**src/rtl/m_fetch_queue.sv**
```systemverilog
// m_fetch_queue: sequential-PC instruction fetch with a DEPTH-entry return FIFO and redirect flush.
module m_fetch_queue #(
  parameter int DEPTH = 4,
  parameter logic [31:0] RESET_PC = 32'h0
) (
  input  logic w_clk,
  input  logic w_rst,
  output logic w_imem_req_valid,
  output logic [31:0] w_imem_req_addr,
  input  logic w_imem_req_ready,
  input  logic w_imem_resp_valid,
  input  logic [31:0] w_imem_resp_data,
  output logic w_inst_valid,
  output logic [31:0] w_inst,
  output logic [31:0] w_inst_pc,
  input  logic w_inst_ready,
  input  logic w_redirect,
  input  logic [31:0] w_redirect_pc,
  output logic [$clog2(DEPTH+1)-1:0] w_count
);
  localparam int CW = $clog2(DEPTH+1);
  localparam int AW = $clog2(DEPTH);
  typedef enum logic {RUN, FLUSH} state_t;
  state_t state;
  logic [31:0] fetch_pc, resp_pc, redir_pc;
  logic [CW-1:0] outstanding, drop, left, drop_next;
  logic [CW:0] credit;
  logic [AW-1:0] rd_ptr, wr_ptr;
  logic [31:0] mem_inst [DEPTH];
  logic [31:0] mem_pc [DEPTH];
  logic accept, resp_hit, push, pop;
  assign credit = {1'b0, outstanding} + {1'b0, w_count};
  // gated by reset so nothing is requested while reset is held
  assign w_imem_req_valid = !w_rst && state == RUN && !w_redirect && credit < (CW+1)'(DEPTH);
  assign w_imem_req_addr = fetch_pc;
  assign accept = w_imem_req_valid && w_imem_req_ready;
  assign resp_hit = w_imem_resp_valid && outstanding != '0;
  assign push = state == RUN && !w_redirect && resp_hit;
  assign w_inst_valid = w_count != '0;
  assign pop = w_inst_valid && w_inst_ready && !w_redirect;
  assign w_inst = mem_inst[rd_ptr];
  assign w_inst_pc = mem_pc[rd_ptr];
  assign redir_pc = w_redirect_pc & ~32'h3;
  // responses still in flight after a redirect must be discarded
  assign left = outstanding - CW'(resp_hit);
  assign drop_next = drop - CW'(w_imem_resp_valid && drop != '0);
  always_ff @(posedge w_clk)
    if (push) begin
      mem_inst[wr_ptr] <= w_imem_resp_data;
      mem_pc[wr_ptr] <= resp_pc;
    end
  always_ff @(posedge w_clk or posedge w_rst)
    if (w_rst) begin
      state <= RUN;
      fetch_pc <= RESET_PC;
      resp_pc <= RESET_PC;
      outstanding <= '0;
      drop <= '0;
      w_count <= '0;
      rd_ptr <= '0;
      wr_ptr <= '0;
    end else if (w_redirect) begin
      fetch_pc <= redir_pc;
      resp_pc <= redir_pc;
      w_count <= '0;
      rd_ptr <= '0;
      wr_ptr <= '0;
      outstanding <= left;
      drop <= left;
      state <= left != '0 ? FLUSH : RUN;
    end else if (state == FLUSH) begin
      drop <= drop_next;
      outstanding <= outstanding - (drop - drop_next);
      state <= drop_next == '0 ? RUN : FLUSH;
    end else begin
      fetch_pc <= accept ? fetch_pc + 32'd4 : fetch_pc;
      resp_pc <= push ? resp_pc + 32'd4 : resp_pc;
      wr_ptr <= wr_ptr + AW'(push);
      rd_ptr <= rd_ptr + AW'(pop);
      outstanding <= outstanding + CW'(accept) - CW'(push);
      w_count <= w_count + CW'(push) - CW'(pop);
    end
endmodule

```
**config.mk**
```make
export PLATFORM = sky130hd
export DESIGN_NAME = m_fetch_queue
export DESIGN_NICKNAME = d
export VERILOG_FILES = /design/src/rtl/m_fetch_queue.sv
export SDC_FILE = /design/constraint.sdc
export NUM_CORES = 1
export LEC_CHECK = 0
export ABC_AREA = 1
export BUFFER_PORTS_ARGS = -buffer_cell sky130_fd_sc_hd__clkbuf_2
export CORE_MARGIN = 3
export CORE_UTILIZATION = 60
export DETAILED_ROUTE_END_ITERATION = 16
export PLACE_DENSITY = 0.81
export SLEW_MARGIN = 0
export SYNTH_ARGS = -nofsm -noshare
export SYNTH_HDL_FRONTEND = slang
export SYNTH_SLANG_ARGS = --single-unit
```
**constraint.sdc**
```tcl
create_clock -name w_clk -period 15.21 [get_ports w_clk]
set_input_delay 1.521 -clock w_clk [delete_from_list [all_inputs] [get_ports w_clk]]
set_output_delay 1.521 -clock w_clk [all_outputs]
set_load 0.02 [all_outputs]
```
* Yosys cells after proc, flatten, opt, wreduce, memory -nomap -nowiden
Memory sizes are Yosys's and may differ from the RTL's. Index checks and enable logic that the tools add are counted.
Operators by class: $add $sub $neg 13, bitwise gates (word level) 1, equality and inequality tests 1, multiplexer cells 22, divide/modulo/power cells 0, multipliers 0, shift operators 0, magnitude comparators 1, reduce and logical (&&, ||, !) cells 22
Operator list (number):
- two-way mux 32 bit | 6
- adder 32 x 3 -> 32 bit, second input constant | 2
- two-way mux 3 bit | 6
- nonzero test 3 bit | 4
- subtractor 3 x 1 -> 3 bit | 4
- logical AND 1 bit | 10
- two-way mux 2 bit | 4
- adder 3 x 1 -> 3 bit | 2
- two-way mux 1 bit | 6
- nonzero test 2 bit | 3
- subtractor 3 bit | 2
- adder 2 x 1 -> 2 bit | 2
- adder 3 x 3 -> 4 bit | 1
- less-than comparator 4 x 3 -> 1 bit, second input constant | 1
- AND reduction 2 bit | 2
- logical NOT 3 bit | 1
- logical NOT 1 bit | 2
- != test 2 bit, second input constant | 1
- inverter 1 bit | 1
Storage, ports and cells: RAM bits 256, memories 2, bits in registers 78, logic and storage cells 70, output and inout bits 101, input bits 70, bits in read-only memories 0, bits in latches 0
Memories:
- mem_inst | depth 4, width 32, read ports 1, clocked after Yosys merged registers in 0, wr ports 1, line 29 | logic [31:0] mem_inst [DEPTH];
- mem_pc | depth 4, width 32, read ports 1, clocked after Yosys merged registers in 0, wr ports 1, line 30 | logic [31:0] mem_pc [DEPTH];

* Depth between registers and ports, before layout
depth after elaboration 9, gate-level depth with buffers 16, mapped depth without buffers 15

* Worst setup path before layout
Ideal clock, no wire load.
path kind input port to flip-flop, start point input w_redirect, end point memory mem_inst[0][0] (enable), slack 8.358 ns, data required time 14.651 ns, arrival 6.293 ns, path buffers 2, stages 5, setup time 0.559 ns, cell sequence buf_6 nor2_8 nand3_1 buf_2 nor3_1
Between the ends: cells in the longest elaborated chain, start to end 5
RTL lines:
- start: declaration | line 17 | input logic w_redirect,
- logical NOT 1 bit | line 38 | assign push = state == RUN && !w_redirect && resp_hit;
- logical AND 1 bit (2 in series) | line 38
- two-way mux 1 bit | line 48 | if (push) begin
- two-way mux 1 bit (not written as such) | line 49 | mem_inst[wr_ptr] <= w_imem_resp_data;
- end: declaration | line 29
Every way passes these cells.

* Final worst setup path
start point register rd_ptr[1], end point output w_inst_pc[17]
Between the ends: cells in the longest elaborated chain, start to end 1
RTL lines:
- start: declaration | line 28 | logic [AW-1:0] rd_ptr, wr_ptr;
- start signal: assignment | line 79 | rd_ptr <= rd_ptr + AW'(pop);
- memory read (4 x 32 bit)
- end: declaration | line 15 | output logic [31:0] w_inst_pc,
Every way passes these cells.

==> metrics.yaml <==
status: "finished clean"
synthAdderAreaFrac: 0.0180
syn_area_um2: 14400
initial_core_util: 0.613
synth_edf_count: 248
ctsRootBufferMaster: "clkbuf_16"
vias: 10698
period_minus_slack_ps: 4730
h-tree-depth: 1
clk_latency_ps: 550
path_buf_inv: 4
ios: 171
cts_buffers: 31
critical_path_class: "reg -> out"
synthXorXnorAreaFrac: 0.0128
vdd_drop_max_mv: 0.0846
max_stage_delay_ps: 700
ant_nets: 0
p_total_uw: 2220
grt_max_degree: 123
rsz0062_at_grt: "false"
dpl.hpwl_um: 20000
swShare: 0.276
comb_power_share: 0.157
wl_per_cell_um: 17.5
crit_family: "buffers and inverters"
layout_setup_ws_ps: 10480
drt_iter0_markers: 1029
cts_setup_buffers: 0
holdBufCountCts: 0
fin_crit_sh: 0.311
internal_power_uw: 1610
cts_tree: "yes"
slew_viol_final: 0
end_kind: "primary output"
worstHoldPathCells: 0
cp.depth: 6
grt_pass1_vias: 10199
yosysSeqAreaShare: 0.645
syn_avg_cell_area_um2: 10.5
clkPwrFrac: 0.354
die_w_um: 161
cts_buffer_depth: 3
ys_warn_count: 0
path_max_fanout: 63
ys_ff_latch: 322
power.leakage_uw: 0.00662
routed_wl_um: 32700
area_delta_synth_final_pct: 14.4
synth_compound_area_frac: 0.105
drc: 0
crit_top_cell: "buf_4"
yosysTopAreaCell: "edfxtp_1"
hold_violations: 0
final_core_util: 0.701
powerDensity_nw_per_um2: 135
synth_area_leaders: "edfxtp_1, dfrtp_1, nand2_1, o21ai_0, nor2_1"
drt_first_pass_iters: 5
clk_pin_slew_ps: 60
hold_class: "reg -> reg"
cpMaxStageDelayCell: "clkinv_1"
synthSimpleGateAreaFrac: 0.171
dp_slack_ps: 10310
syn_inst: 1377
cts_resized: 0
routed_via_density: 5.72
drv_cap: 0
grt_pass1_wl_um: 51800
worst_pin_slew_ps: 1190
rows: 56
cts_sinks: 322
arrival_ps: 3210
drive_above_1_share: 0.169
ys.flop_type: "edfxtp_1"
numPortBuffers: 164
fin_nets: 1615
synth_top_area_share: 0.516
synthArstFlopShare: 0.230
fp.coreArea_um2: 23500
n_antenna_cell: 0
finClkSkew_ps: 6.18
overflow: 0
r2r.worst_path.cells: 14
startpoint_type: "flip-flop"
final.setup.tns_ps: 0
max_freq_mhz: 211
grtUsageTotal: 0.247
fp.dieH_um: 161
ys_types: 42
synth_top_family_by_area: "simple AND/OR/NAND/NOR gates"
required_ps: 13690
crit_chain: "buf_4, clkinv_1, buf_4, o21ai_0, o22ai_1, clkbuf_2"
grt_antenna_before_repair: 0
maxSlewHeadroom: 0.209
muxShareOfSynthArea: 0
seq_power_share: 0.489
dieArea_um2: 25900
switchingPower_uw: 613
setup-violations-final: 0
gp_congestion: 0.894
-- synth_stat cells (6+ instances only) --
cell      number
clkbuf_1      36
nand3_1       77
xor2_1        15
nand4_1       13
ha_1          16
nand3b_1       6
o21ai_0      165
nor2_2         7
buf_2         11
a21oi_1       23
o211ai_1       8
xnor2_1        6
nand2_1      245
or2_2          7
nor2_1       189
edfxtp_1     248
dfrtp_1       74
inv_1         98
o22ai_1       65
nor3_1        11
buf_4          9
-- cell families after synthesis --
kind of cell,after synthesis
buffers and inverters,166
adder cells (fa/ha/maj),19
AND/OR/NAND/NOR,573
flip-flops,322
XOR/XNOR,21
other,1
AO/OA/AOI/OAI,275
-- path summary, 6_finish.rpt --
path / from / end / slack [ps]
worst max-delay path: rd_ptr[1]$_DFFE_PP0P_ / w_inst_pc[17] / 10480
min in group asynchronous: w_rst / outstanding[0]$_DFF_PP0_ / 1260
max in group asynchronous: w_rst / rd_ptr[0]$_DFFE_PP0P_ / 13240
worst min register to register: resp_pc[31]$_DFFE_PP0P_ / mem_pc[0][31]$_DFFE_PP_ / 570
worst min-delay path: resp_pc[31]$_DFFE_PP0P_ / mem_pc[0][31]$_DFFE_PP_ / 570
worst max register to register: outstanding[1]$_DFF_PP0_ / outstanding[2]$_DFF_PP0_ / 11990
-- power by group through the flow --
| stage | Clock (uW) | Sequential [uW] | Combinational (uW) |
|---|---|---|---|
| after floorplan | 0 | 1100 | 245 |
| after global routing | 836 | 1100 | 394 |
| final | 787 | 1090 | 348 |
| after detailed placement | 0 | 1100 | 349 |
| after CTS | 799 | 1090 | 351 |
| after global placement | 0 | 1100 | 338 |
-- metrics by stage --
step                cell area (um2)  hold WS (ps)  std cells
finish                        16500           567       1870
global route                  16500           603       1870
CTS                           16500           566       1870
detailed placement            15400           552       1812
global placement              15400           539       1812
floorplan                     14400           496       1380
-- routing by layer --
metal  share of wire  GRT usage  vias to the layer above
met3           0.082     0.0413                       44
li1                -          -                     5058
met5               0          0                        -
met2            0.48      0.408                      480
met4           0.015     0.0665                        0
met1            0.42      0.346                     5116
-- layout by cell type (no fill, tap or decap), types with 3 or more instances in the layout --
cell,n
a21oi_1,23
buf_4,10
bufinv_16,5
clkbuf_1,6
clkbuf_16,31
clkbuf_2,164
clkinv_1,7
clkinv_2,6
conb_1,4
dfrtp_1,72
edfxtp_1,248
fa_1,3
ha_1,16
inv_1,97
inv_2,5
nand2_1,245
nand2_2,5
nand3_1,77
nand3b_1,6
nand4_1,13
nor2_1,189
nor2_2,7
nor2_4,3
nor3_1,7
nor3_2,5
o211ai_1,8
o21ai_0,165
o21bai_1,5
o221ai_1,4
o22ai_1,65
or2_2,7
xnor2_1,6
xor2_1,15
-- cell type report --
type | count | area [um2]
fill | 1712 | 7040
inverter | 105 | 395
multi-input combinational | 892 | 4450
clock buffer | 39 | 826
tap | 319 | 399
sequential | 322 | 9300
clock inverter | 19 | 226
timing repair buffer | 174 | 896
-- flip-flops by register name (all words and copies together) (netlist names) --
| name | cells |
|---|---|
| resp_pc | 30 |
| wr_ptr | 2 |
| rd_ptr | 2 |
| mem_pc | 120 |
| drop | 3 |
| outstanding | 3 |
| w_imem_req_addr | 30 |
| mem_inst | 128 |
| w_count | 3 |
| state | 1 |
Note: power is estimated with default switching activity, not from simulation.
